$ cat src/rtl/fetch_unit_if.sv
// Instruction-memory request/response bus between the fetch stage and imem.
// The fetch stage holds req and addr steady until ready completes the request.
interface fetch_unit_if #(
    parameter int ADDR_W = 32,
    parameter int DATA_W = 32
);
    logic              imem_req;
    logic [ADDR_W-1:0] imem_addr;
    logic              imem_ready;
    logic [DATA_W-1:0] imem_rdata;

    modport master (
        output imem_req,
        output imem_addr,
        input  imem_ready,
        input  imem_rdata
    );

    modport slave (
        input  imem_req,
        input  imem_addr,
        output imem_ready,
        output imem_rdata
    );
endinterface

$ cat src/rtl/fetch_unit.sv
// Instruction-fetch stage: owns the PC, fetches from variable-latency imem,
// buffers words in an output register plus a one-entry skid, and applies redirects.
module fetch_unit #(
    parameter int                ADDR_W   = 32,
    parameter int                DATA_W   = 32,
    parameter logic [ADDR_W-1:0] RESET_PC = '0,
    parameter int                PC_STEP  = 4
) (
    input  logic              clock,
    input  logic              reset,
    fetch_unit_if.master      imem,
    input  logic              stall,
    input  logic              branch_en,
    input  logic [15:0]       branch_off,
    input  logic              jump_en,
    input  logic [25:0]       jump_idx,
    input  logic              jr_en,
    input  logic [ADDR_W-1:0] jr_addr,
    output logic              instr_valid,
    output logic [DATA_W-1:0] instr,
    output logic [ADDR_W-1:0] instr_pc,
    output logic [ADDR_W-1:0] pc
);

    typedef enum logic {FETCH, DRAIN} state_t;

    state_t            state_q, state_d;
    logic [ADDR_W-1:0] pc_q, pc_d;
    logic [ADDR_W-1:0] target_q, target_d;
    logic              out_valid_q, out_valid_d;
    logic [DATA_W-1:0] out_data_q, out_data_d;
    logic [ADDR_W-1:0] out_pc_q, out_pc_d;
    logic              skid_valid_q, skid_valid_d;
    logic [DATA_W-1:0] skid_data_q, skid_data_d;
    logic [ADDR_W-1:0] skid_pc_q, skid_pc_d;

    logic [ADDR_W-1:0] step;
    logic [ADDR_W-1:0] seq_pc;
    logic [ADDR_W-1:0] redirect_target;
    logic              consume;
    logic              redirect;
    logic              accept;

    assign step     = ADDR_W'(PC_STEP);
    assign consume  = out_valid_q & ~stall;
    assign redirect = out_valid_q & (jr_en | jump_en | branch_en);

    // A full skid is the only thing that withdraws the request; stall never does.
    assign imem.imem_req  = ~skid_valid_q;
    assign imem.imem_addr = pc_q;
    assign accept         = imem.imem_req & imem.imem_ready;

    assign instr_valid = out_valid_q;
    assign instr       = out_data_q;
    assign instr_pc    = out_pc_q;
    assign pc          = pc_q;

    // Redirect target for the instruction in OUT, priority jr > jump > branch.
    always_comb begin
        seq_pc          = out_pc_q + step;
        redirect_target = seq_pc + ({{(ADDR_W-16){branch_off[15]}}, branch_off} << 2);
        if (jump_en) begin
            redirect_target       = seq_pc;
            redirect_target[27:0] = {jump_idx, 2'b00};
        end
        if (jr_en) begin
            redirect_target = jr_addr;
        end
    end

    always_comb begin
        state_d      = state_q;
        pc_d         = pc_q;
        target_d     = target_q;
        out_valid_d  = out_valid_q;
        out_data_d   = out_data_q;
        out_pc_d     = out_pc_q;
        skid_valid_d = skid_valid_q;
        skid_data_d  = skid_data_q;
        skid_pc_d    = skid_pc_q;

        case (state_q)
            FETCH: begin
                if (redirect) begin
                    out_valid_d  = 1'b0;
                    skid_valid_d = 1'b0;
                    // An outstanding request must finish on its old address before the PC moves.
                    if (imem.imem_req && !imem.imem_ready) begin
                        target_d = redirect_target;
                        state_d  = DRAIN;
                    end else begin
                        pc_d = redirect_target;
                    end
                end else begin
                    if (consume) begin
                        if (skid_valid_q) begin
                            out_data_d   = skid_data_q;
                            out_pc_d     = skid_pc_q;
                            skid_valid_d = 1'b0;
                        end else begin
                            out_valid_d = 1'b0;
                        end
                    end
                    if (accept) begin
                        pc_d = pc_q + step;
                        if ((!out_valid_q || consume) && !skid_valid_q) begin
                            out_valid_d = 1'b1;
                            out_data_d  = imem.imem_rdata;
                            out_pc_d    = pc_q;
                        end else begin
                            skid_valid_d = 1'b1;
                            skid_data_d  = imem.imem_rdata;
                            skid_pc_d    = pc_q;
                        end
                    end
                end
            end
            DRAIN: begin
                if (imem.imem_ready) begin
                    pc_d    = target_q;
                    state_d = FETCH;
                end
            end
            default: state_d = FETCH;
        endcase
    end

    always_ff @(posedge clock) begin
        if (reset) begin
            state_q      <= FETCH;
            pc_q         <= RESET_PC;
            target_q     <= '0;
            out_valid_q  <= 1'b0;
            out_data_q   <= '0;
            out_pc_q     <= '0;
            skid_valid_q <= 1'b0;
            skid_data_q  <= '0;
            skid_pc_q    <= '0;
        end else begin
            state_q      <= state_d;
            pc_q         <= pc_d;
            target_q     <= target_d;
            out_valid_q  <= out_valid_d;
            out_data_q   <= out_data_d;
            out_pc_q     <= out_pc_d;
            skid_valid_q <= skid_valid_d;
            skid_data_q  <= skid_data_d;
            skid_pc_q    <= skid_pc_d;
        end
    end

endmodule

$ cat src/flat_wrapper.sv
// flat-port wrapper written by rule: the top's interface ports become plain ports
module fetch_unit_flat 
#(
    parameter int                ADDR_W   = 32,
    parameter int                DATA_W   = 32,
    parameter logic [ADDR_W-1:0] RESET_PC = '0,
    parameter int                PC_STEP  = 4
)
  (clock, reset, stall, branch_en, branch_off, jump_en, jump_idx, jr_en, jr_addr, instr_valid, instr, instr_pc, pc, imem_imem_req, imem_imem_addr, imem_imem_ready, imem_imem_rdata);
  fetch_unit_if #(.ADDR_W(ADDR_W), .DATA_W(DATA_W)) imem_i ();
  input  logic clock;
  input  logic reset;
  input  logic stall;
  input  logic branch_en;
  input  logic [15:0] branch_off;
  input  logic jump_en;
  input  logic [25:0] jump_idx;
  input  logic jr_en;
  input  logic [ADDR_W-1:0] jr_addr;
  output logic instr_valid;
  output logic [DATA_W-1:0] instr;
  output logic [ADDR_W-1:0] instr_pc;
  output logic [ADDR_W-1:0] pc;
  output wire logic [$bits(imem_i.imem_req)-1:0] imem_imem_req;
  output wire logic [$bits(imem_i.imem_addr)-1:0] imem_imem_addr;
  input wire logic [$bits(imem_i.imem_ready)-1:0] imem_imem_ready;
  input wire logic [$bits(imem_i.imem_rdata)-1:0] imem_imem_rdata;
  assign imem_imem_req = imem_i.imem_req;
  assign imem_imem_addr = imem_i.imem_addr;
  assign imem_i.imem_ready = imem_imem_ready;
  assign imem_i.imem_rdata = imem_imem_rdata;
  fetch_unit #(.ADDR_W(ADDR_W), .DATA_W(DATA_W), .RESET_PC(RESET_PC), .PC_STEP(PC_STEP)) u_core (.clock(clock), .reset(reset), .imem(imem_i), .stall(stall), .branch_en(branch_en), .branch_off(branch_off), .jump_en(jump_en), .jump_idx(jump_idx), .jr_en(jr_en), .jr_addr(jr_addr), .instr_valid(instr_valid), .instr(instr), .instr_pc(instr_pc), .pc(pc));
endmodule
$ cat config.mk
export PLATFORM = sky130hd
export DESIGN_NAME = fetch_unit_flat
export DESIGN_NICKNAME = d
export VERILOG_FILES = /design/src/rtl/fetch_unit_if.sv /design/src/rtl/fetch_unit.sv /design/src/flat_wrapper.sv
export SDC_FILE = /design/constraint.sdc
export NUM_CORES = 1
export LEC_CHECK = 0
export CAP_MARGIN = 10
export CORE_MARGIN = 4
export CORE_UTILIZATION = 25
export DETAILED_ROUTE_END_ITERATION = 10
export MAX_ROUTING_LAYER = met4
export SYNTH_ARGS = -nofsm -noshare
export SYNTH_HDL_FRONTEND = slang
export SYNTH_SLANG_ARGS = --single-unit
$ cat constraint.sdc
create_clock -name clock -period 7.55 [get_ports clock]
set_input_delay 2.265 -clock clock [delete_from_list [all_inputs] [get_ports clock]]
set_output_delay 2.265 -clock clock [all_outputs]
set_load 0.005 [all_outputs]
==> run metrics, run 1 <==
Sw Ratio=between 30% and 40%; root buf cell=clkbuf_16; fraction of layout cells with a size suffix above 1=under 10%; Slew Viols, Final=0; worst-path fanout max=19; Mapped Avg Cell Area=around 8 um2; DPL Wire Length=30810 um; final wirelength=approximately 42000 um; CP max stage cell=clkdlybuf4s50_1; die area=between 40000 and 50000 um2; sequential share of the synthesized area=about a third; Post-synth top flop=dfxtp_1; DR WL met2=about 19000 um; initial antenna violation count=9; DR top layer=met4; Crit. End Element=register; Post-CTS Setup Inserts=0; Hold Worst Slack=approximately 0.45 ns; Final Skew=around 0.011 ns; via count=roughly 11k; hold-fix buffers at CTS=0; Ys Warns=0; slowest stage delay, CP=0.82 ns; multi-input logic area=6860 um2; Initial Utilization=approximately 25%; synthesis-stage register bit count=195; DRT iter0 DRCs=around 1000; post-layout min period=roughly 5.3 ns; worst hold path class=register to register; P_sw=slightly below 1000 uW; first-pass GRT wire length=between 60000 and 70000 um; vias in the first global route=between 10k and 15k; outcome=completed; total global-route track usage=roughly 17%; Rows=78; Clk pwr share=a little over 30%; Final Cycle Share=about 70%; syn nets=around 1.6k; CTS sink cnt=slightly below 200; storage element area=roughly 3900 um2; CTS H-Tree Depth=4; Distinct cells, synth=~80; non-filler instance count after layout=2231; Die Y-Extent=about 220 um; Synth async-reset ratio=0%; CP top delay family=compound AO/OA/AOI/OAI gates; Commonest cells post-synth=nand2_1 (233), dfxtp_1 (195), a21oi_1 (162); # fillers=roughly 4.8k; top post-synthesis cells by area=dfxtp_1 (34%), nand2_1 (7.6%), a21oi_1 (7.1%); Tightest Pin Transition=1.102 ns; RD Place Congestion=around 0.85; most frequent cell after synthesis=nand2_1; CP required=a little under 8 ns; Post-synth EDFFs=0; Buf+Inv Stages, Crit Path=1; total gr overflow=0; clock-pin slew on the worst setup and hold paths=approximately 0.07 ns; cell-internal power=between 1500 and 2000 uW; WL per Instance=about 19 um; Fin. Hold Viols=0; Final #Nets=roughly 1.8k; Die Width=about 220 um; crit-path cells=clkdlybuf4s50_1 > ha_1 > nand4_1 > nor3_1 > o211ai_1 > a21oi_2 > o21a_1 > mux2i_1 > nand3_1 > a311oi_2; area grow syn2layout=27.83%; sequential share of power=a little over 40%; pin count of the biggest net entering global routing=between 90 and 100; largest area contributor in the synthesized netlist=dfxtp_1; max_cap viols=0; number of gates resized after cts=0; fmax=0.1883 GHz; Critical Path AT=about 5.7 ns; leak pwr=approximately 0.0052 uW; Skew-Pair Late Insertion Delay=about 0.44 ns; routed wire length on met3=between 3000 and 4000 um; core box area=45380 um2; PnR Total Power=between 2000 and 3000 uW; Peak VDD IR=approximately 0.12 mV; post-synthesis instance total=between 1k and 1.5k; CTS Buf Count=17; PwrDens=just under 200 nW/um2; Clock Path Buffers=2; post-DR vias/cell=approximately 5; Synth top area share=between 30% and 40%; CP Class=primary input to register; Synth Cell Area=11470 um2; DRT antenna net count=0; Slew HR=26.36%; Post-Route M1 WL=about 20000 um; total negative slack=0 ns; DRC Markers=0; combinational cell fraction of total power=28.0%; I/O Buffers=about 240; dpl cells=2192; Pre-antenna DRT Iters=6; Final setup viols=0; startpoint types=primary input; Reg2Reg Setup Slack=3.22 ns; CTS tree=built; num ports=between 200 and 250; setup repair after global routing missed its margin=no
==> kinds of logic (layout without fill, tap and decap cells) <==
kind of cell	after synthesis	after routing	share of synthesized area [%]
simple gates	538	538	20.54
compound gates	414	414	23.62
flops	195	195	34.02
buf+inv	152	300	6.368
mux	70	70	6.161
xor+xnor	68	68	5.190
fa+ha+maj	37	37	4.100
other cells	0	9	0
==> stage by stage <==
stage / instance area [um2] / worst slack, ns / utilization (%)
finish: 14670 / 2.238 / 32.32
global route: 14670 / 1.992 / 32.32
CTS: 14650 / 2.303 / 32.27
detailed placement: 14100 / 1.812 / 31.06
global placement: 14100 / 1.844 / 31.06
floorplan: 11470 / 2.907 / -
==> registers in the layout (all words and copies together), names as in the netlist <==
name	count
u_core.imem.imem_addr	32
u_core.instr	32
u_core.instr_pc	32
u_core.instr_valid	1
u_core.skid_data_q	32
u_core.skid_pc_q	32
u_core.skid_valid_q	1
u_core.state_q	1
u_core.target_q	32
==> final timing paths <==
check                       start                        end  cells after the start
max                branch_off[15]  u_core.imem.imem_addr[29]                     10
min          u_core.skid_pc_q[27]       u_core.skid_pc_q[27]                      2
max reg2reg   u_core.instr_pc[17]  u_core.imem.imem_addr[26]                     15
min reg2reg  u_core.skid_pc_q[27]       u_core.skid_pc_q[27]                      2
==> power groups by stage <==
| stage | sequential (uW) | clock (uW) | combinational (uW) |
|---|---|---|---|
| floorplan | 1180 | 0 | 483 |
| global placement | 1210 | 0 | 797 |
| detailed placement | 1220 | 0 | 803 |
| CTS | 1190 | 908 | 807 |
| global route | 1210 | 948 | 883 |
| finish | 1190 | 882 | 805 |
==> layout by cell type, fill, tap and decap left out, types with 8 or more instances in the layout <==
cell / count
inv_1: 10
dfxtp_1: 195
and3_1: 10
a21oi_1: 162
buf_4: 17
o211ai_1: 18
nand3_1: 38
a211oi_1: 85
xnor2_1: 43
o21a_1: 13
mux2i_1: 67
nand2_1: 232
nor2_1: 159
nor2b_1: 9
nand2b_1: 8
clkdlybuf4s50_1: 239
ha_1: 36
nor3_1: 27
clkbuf_16: 17
diode_2: 9
a21o_1: 16
o21ai_0: 37
xor2_1: 25
nand4_1: 17
a31oi_1: 9
==> routing by layer <==
layer	vias to the layer above	GRT usage, %
li1	5504	-
met1	5256	22.94
met2	336	25.73
met3	25	4.149
met4	0	3.401
met5	-	-
==> cell type report <==
cell class	count	area share (%)
clock inverter	13	0.8360
clock buffer	17	2.900
inverter	11	0.2815
sequential	195	26.61
timing repair buffer	259	17.32
multi-input combinational	1127	46.77
tap	600	5.118
antenna	9	0.1535
==> worst min-delay path, delay by kind of cell, from the launching register on <==
| family | cells | cell delay, ns |
|---|---|---|
| simple gates | 1 | 0.05 |
| compound gates | 1 | 0.05 |
| flops | 1 | 0.31 |
No activity file was read; power rests on OpenSTA's default activity.
==> run 2, diff against run 1 <==
==> constraint.sdc (replaced) <==
create_clock -name clock -period 4.3 [get_ports clock]
set_input_delay 1.29 -clock clock [delete_from_list [all_inputs] [get_ports clock]]
set_output_delay 1.29 -clock clock [all_outputs]
set_load 0.005 [all_outputs]
==> run 2 against run 1 <==
Setup slack got worse by 2.0 ns. Final cell count increased by 2.7%. First-iteration DRC count fell by 0.62%. Clock skew grew 0.0026 ns. Design area grew 3.9%. Combinational power is 93% higher. Utilization up 1.3 points. Wire length rose by 3.9%. Clock-buffer cell count rose by 1. Sequential share of layout area shrank 0.99 points. Worst hold slack better by 0.00061 ns. Die area did not move.
==> run metrics, run 2 (synthesis results as in run 1) <==
Fin. Hold Viols=0 (unchanged); Peak VDD IR=0.2404 mV (+110%); worst hold path class=register to register; DRT antenna net count=0 (unchanged); Hold EP=u_core.skid_pc_q[1]; total global-route track usage=17.46% (+0.57 points); PwrDens=344.3 nW/um2 (+75%); # fillers=4748 (-0.42%); Die Width=222.2 um (unchanged); I/O Buffers=242 (unchanged); Clock Path Buffers=2 (unchanged); placed cell areas=14650 um2 (+3.9%); CP Class=register to register; RD Place Congestion=0.8890 (+5.1%); total gr overflow=0 (unchanged); leak pwr=0.005532 uW (+6.8%); post-DR vias/cell=5.048 (+1.3%); Crit. End Element=register; Pre-antenna DRT Iters=5 (-1); max_cap viols=0 (unchanged); vias in the first global route=10.88k (+3.7%); fmax=roughly 0.25 GHz; final instance area=15240 um2 (+3.9%); outcome=completed; num ports=243 (unchanged); Die Y-Extent=222.2 um (unchanged); crit-path cells=and4_2 > and2_1 > nand4_1 > xnor2_1 > ha_1 > a21oi_1 > o2bb2ai_1 > o2111a_1 > a2111oi_4 > a21oi_2 > nor2_1 > xnor2_1 > a222oi_1 > buf_4 > a211oi_1; Final Cycle Share=about 93%; dpl cells=2255 (+2.9%); Slew Viols, Final=0 (unchanged); Critical Path AT=4.29 ns (-1.38 ns); WL per Instance=19.09 um (+1.1%); CTS sink cnt=195 (unchanged); clock-pin slew on the worst setup and hold paths=0.07 ns (about the same); Hold Path Stages=2 (unchanged); Reg2Reg Setup Slack=0.29 ns (-2.93 ns); R2R Path End=u_core.target_q[27]; CTS H-Tree Depth=4 (unchanged); setup slack after placement=-0.1308 ns (-1.943 ns); core box area=45380 um2 (unchanged); most used cell, CP=xnor2_1; Post-CTS Setup Inserts=0 (unchanged); first-pass GRT wire length=66230 um (+3.6%); Final Skew=0.01318 ns (+0.002595 ns); Skew-Pair Late Insertion Delay=0.45 ns (about the same); most frequent cells in the layout=clkdlybuf4s50_1 (239), nand2_1 (232), dfxtp_1 (195), a21oi_1 (162), nor2_1 (158); Rows=78 (unchanged); initial antenna violation count=5 (-4); worst-path fanout max=7 (-12); commonest non-fill, non-tap cell in the layout=clkdlybuf4s50_1; Slew HR=35.48% (+9.1 points); root buf cell=clkbuf_16; startpoint types=register; worst reg2reg startpoint=u_core.instr_pc[6]; pin count of the biggest net entering global routing=113 (+16%); DRC Markers=0 (unchanged); setup repair after global routing missed its margin=no; non-filler instance count after layout=2291 (+2.7%); post-layout min period=around 4 ns; CP max stage cell=dfxtp_1; post-layout worst setup margin=0.2874 ns (-1.951 ns); DPL Wire Length=32140 um (+4.3%); fraction of layout cells with a size suffix above 1=8.126% (+3.7 points); worst reg-to-reg path cell count=15 (unchanged); die area=49390 um2 (unchanged); CTS tree=built; Final #Nets=1824 (+3.6%); area grow syn2layout=32.79%; final wirelength=43740 um (+3.9%); Final setup viols=0 (unchanged); CP required=4.58 ns (-3.33 ns); CTS Buf Count=17 (unchanged); via count=11.57k (+4.0%); slowest stage delay, CP=0.44 ns (-0.38 ns); Tightest Pin Transition=0.9678 ns (-0.1342 ns); Initial Utilization=25.29% (unchanged); DRT iter0 DRCs=968 (-0.62%); min-delay src=u_core.skid_pc_q[1]
-- run 2: metal layers --
layer | part of all wire (%) | global-route usage [%] | vias to the layer above
li1 | - | - | 5624
met1 | 46 | 23.40 | 5461
met2 | 45 | 26.52 | 429
met3 | 7.2 | 4.122 | 51
met4 | 2.2 | 4.702 | 0
met5 | 0 | - | -
-- run 2: layout make-up --
type / instances / area (um2) / area share [%]
Clock inverter: 13 / 146.4 / 0.9607
Inverter: 11 / 41.29 / 0.2710
Multi-Input combinational cell: 1127 / 6864 / 45.05
Timing Repair Buffer: 322 / 3089 / 20.27
Sequential cell: 195 / 3904 / 25.62
Tap cell: 600 / 750.7 / 4.927
Clock buffer: 18 / 429.2 / 2.817
Antenna cell: 5 / 12.51 / 0.08212
-- run 2: what timing repair did --
action	4_1_cts	5_1_grt
hold buffers	0	0
gates resized for setup	0	3
endpoints found under the hold margin	0	0
endpoints found under the setup margin	0	6
-- run 2: worst max-delay path, delay by kind of cell, from the launching register on --
kind | cells | cell delay [ns]
flip-flops | 1 | 0.44
AO/OA/AOI/OAI | 7 | 1.65
XOR/XNOR | 2 | 0.30
buffers and inverters | 1 | 0.19
adder cells (fa/ha/maj) | 1 | 0.28
AND/OR/NAND/NOR | 4 | 0.96
-- run 2: where the power goes --
part | total (uW) | leakage (uW) | internal, uW | switching, uW
logic | 1550 | 0.00366 | 758 | 792
clock network | 1610 | 0.000284 | 822 | 790
registers | 2080 | 0.00159 | 1920 | 162
total | 5250 | 0.00553 | 3500 | 1740
-- run 2: through the flow --
step	TNS, ns	power (uW)	utilization [%]	hold WS (ns)
floorplan	0	2919	-	0.4320
global placement	-0.4169	3651	32.27	0.4408
detailed placement	-0.6167	3667	32.27	0.4463
global route	0	5518	33.58	0.4711
CTS	0	5291	33.54	0.4562
finish	0	5246	33.58	0.4552
-- run 2: worst max path at each step --
stage                             startpoint  cells after the start                        end
after floorplan                branch_off[0]                     11  u_core.imem.imem_addr[24]
after global placement         branch_off[0]                     13  u_core.imem.imem_addr[26]
after detailed placement       branch_off[0]                     13  u_core.imem.imem_addr[26]
after CTS                 u_core.instr_pc[6]                     17  u_core.imem.imem_addr[26]
after global routing      u_core.instr_pc[6]                     15  u_core.imem.imem_addr[17]
final                     u_core.instr_pc[6]                     15        u_core.target_q[27]
==> run 3, diff against run 2 <==
--- a/config.mk
+++ b/config.mk
@@ -5,6 +5,7 @@
 export SDC_FILE = /design/constraint.sdc
 export NUM_CORES = 1
 export LEC_CHECK = 0
+export ABC_AREA = 1
 export CAP_MARGIN = 10
 export CORE_MARGIN = 4
 export CORE_UTILIZATION = 25
==> run 3 against run 2 <==
Final cell count is 17% higher. Critical endpoint is now u_core.target_q[26]. Sequential share of layout area decreased by 0.72 points. Flip-flop and latch count stayed put. Critical path depth rose by 2. Combinational power increased by 3%. Clock power increased by 8%. Global-route usage rose by 0.87 points.
==> run metrics, run 3 <==
post-synthesis instance total=1876 (+27%); area grow syn2layout=28.87%; sequential share of the synthesized area=32.09% (-1.9 points); DRT antenna net count=0 (unchanged); Final setup viols=0 (unchanged); Final Cycle Share=86.13% (-7.2 points); CTS tree=built; via count=12.91k (+12%); Pre-antenna DRT Iters=8 (+3); startpoint types=register; path length in cells of the critical path=17 (+2); WL per Instance=17.83 um (-6.6%); Buf+Inv Stages, Crit Path=3 (+2); Skew-Pair Late Insertion Delay=0.47 ns (+0.02 ns); # fillers=5114 (+7.7%); DRT iter0 DRCs=942 (-2.7%); Die Y-Extent=228.6 um (+2.9%); CP Class=register to register; top post-synthesis cells by area=dfxtp_1 (32%), nand2_1 (13%), o21ai_0 (10%); crit-path cells=inv_1 > nor3_1 > nand2_1 > nor4_1 > buf_4 > nand4_1 > xor2_1 > ha_1 > nand2_1 > nor4_1 > nand3_1 > nand3_1 > nand2_1 > nand3_1 > nand2_1 > o21ai_0 > inv_1; outcome=completed; leak pwr=0.006570 uW (+19%); Distinct cells, synth=44 (-46%); root buf cell=clkbuf_16; syn nets=2026 (+25%); worst hold path class=register to register; PwrDens=348.6 nW/um2 (+1.3%); Critical Path AT=4.05 ns (-0.24 ns); initial antenna violation count=0 (-5); Crit. End Element=register; CTS H-Tree Depth=4 (unchanged); CP top delay family=simple AND/OR/NAND/NOR gates; Commonest cells post-synth=nand2_1 (406), o21ai_0 (253), inv_1 (249); max_cap viols=0 (unchanged); CP required=4.65 ns (+0.07 ns); num ports=243 (unchanged); die area=52260 um2 (+5.8%); CTS sink cnt=195 (unchanged); first-pass GRT wire length=72870 um (+10%); setup repair after global routing missed its margin=no; Slew HR=44.66% (+9.2 points); post-layout min period=3.704 ns (-0.3089 ns); Post-CTS Setup Inserts=0 (unchanged); fmax=0.2700 GHz (+8.3%); pin count of the biggest net entering global routing=64 (-43%); commonest non-fill, non-tap cell in the layout=nand2_1; fraction of layout cells with a size suffix above 1=4.365% (-3.8 points); Fin. Hold Viols=0 (unchanged); Hold Path Stages=2 (unchanged); clock-pin slew on the worst setup and hold paths=0.09 ns (+0.02 ns); total global-route track usage=18.33% (+0.87 points); dpl cells=2645 (+17%); CP max stage cell=dfxtp_1; most used cell, CP=nand2_1; Synth top area share=32.09% (-1.9 points); most frequent cells in the layout=nand2_1 (405), o21ai_0 (253), inv_1 (247), clkdlybuf4s50_1 (242), a21oi_1 (197); Rows=80 (+2.6%); non-filler instance count after layout=2678 (+17%); Mapped Avg Cell Area=6.485 um2 (-17%); core box area=47950 um2 (+5.7%); worst-path fanout max=5 (-2); largest area contributor in the synthesized netlist=dfxtp_1; final wirelength=47750 um (+9.2%); number of gates resized after cts=0 (unchanged); hold-fix buffers at CTS=0 (unchanged); DPL Wire Length=37200 um (+16%); Peak VDD IR=0.3070 mV (+28%); vias in the first global route=12.26k (+13%); Slew Viols, Final=0 (unchanged); Tightest Pin Transition=0.8291 ns (-0.1387 ns); most frequent cell after synthesis=nand2_1; Synth async-reset ratio=0% (unchanged); Clock Path Buffers=2 (unchanged); Post-synth top flop=dfxtp_1; Post-synth EDFFs=0 (unchanged); RD Place Congestion=0.9481 (+6.6%); synthesis-stage register bit count=195 (unchanged); post-DR vias/cell=4.820 (-4.5%); Final Skew=0.01940 ns (+0.006226 ns); DRC Markers=0 (unchanged); Synth Cell Area=12170 um2 (+6.0%); slowest stage delay, CP=0.49 ns (+0.05 ns); Initial Utilization=25.38% (+0.090 points); Reg2Reg Setup Slack=0.60 ns (+0.31 ns); I/O Buffers=242 (unchanged); Final #Nets=2199 (+21%); Ys Warns=0 (unchanged); CTS Buf Count=17 (unchanged); worst reg-to-reg path cell count=17 (+2); total negative slack=0 ns (unchanged); total gr overflow=0 (unchanged); Die Width=228.6 um (+2.9%)
==> run 3: final timing paths <==
path | start | to
max reg2reg | u_core.instr_pc[4] | u_core.target_q[26]
max | u_core.instr_pc[4] | u_core.target_q[26]
min | u_core.instr[10] | u_core.instr[10]
min reg2reg | u_core.instr[10] | u_core.instr[10]
==> run 3: routing by layer <==
metal	vias up	wire, um	track usage [%]
li1	6459	-	-
met1	6004	22580	24.85
met2	396	21320	27.89
met3	50	2762	3.103
met4	0	1091	5.817
met5	-	0	-
==> run 3: kinds of logic after synthesis <==
kind of cell | Yosys count | share of synthesized area (%)
AND/OR/NAND/NOR | 673 | 23.02
AO/OA/AOI/OAI | 547 | 24.55
buffers and inverters | 375 | 12.96
flip-flops | 195 | 32.09
XOR/XNOR | 49 | 3.527
adder cells (fa/ha/maj) | 37 | 3.867
==> run 3: power breakdown <==
| part | total, uW | switching (uW) | internal, uW |
|---|---|---|---|
| Clock | 1740 | 872 | 866 |
| Sequential | 2140 | 200 | 1940 |
| Combinational | 1590 | 906 | 680 |
| Total | 5470 | 1980 | 3490 |
==> run 3: layout make-up <==
cell class / count / area (um2) / share of cell area (%)
Antenna cell: 1 / 2.502 / 0.01596
Clock buffer: 17 / 425.4 / 2.713
Clock inverter: 15 / 222.7 / 1.420
Inverter: 255 / 958.4 / 6.113
Multi-Input combinational cell: 1306 / 6696 / 42.71
Sequential cell: 195 / 3904 / 24.90
Tap cell: 615 / 769.5 / 4.908
Timing Repair Buffer: 274 / 2700 / 17.22
==> run 3: worst min-delay path, delay by kind of cell (launching register included) <==
kind,cells,cell delay (ns)
AO/OA/AOI/OAI,1,0.05
flip-flops,1,0.31
buffers and inverters,1,0.05
==> run 3: metrics by stage <==
| step | total power, uW | hold WS, ns | utilization (%) | setup slack, ns | cell area (um2) |
|---|---|---|---|---|---|
| 4_1_cts | 5526 | 0.4499 | 32.70 | 0.5997 | 15680 |
| 6_report | 5466 | 0.4450 | 32.70 | 0.5963 | 15680 |
| 3_3_place_gp | 3756 | 0.4336 | 31.34 | 0.4472 | 15030 |
| 2_1_floorplan | 2970 | 0.4245 | - | 1.335 | 12170 |
| 3_5_place_dp | 3764 | 0.4366 | 31.34 | 0.4316 | 15030 |
| 5_1_grt | 5775 | 0.4702 | 32.70 | 0.1608 | 15680 |
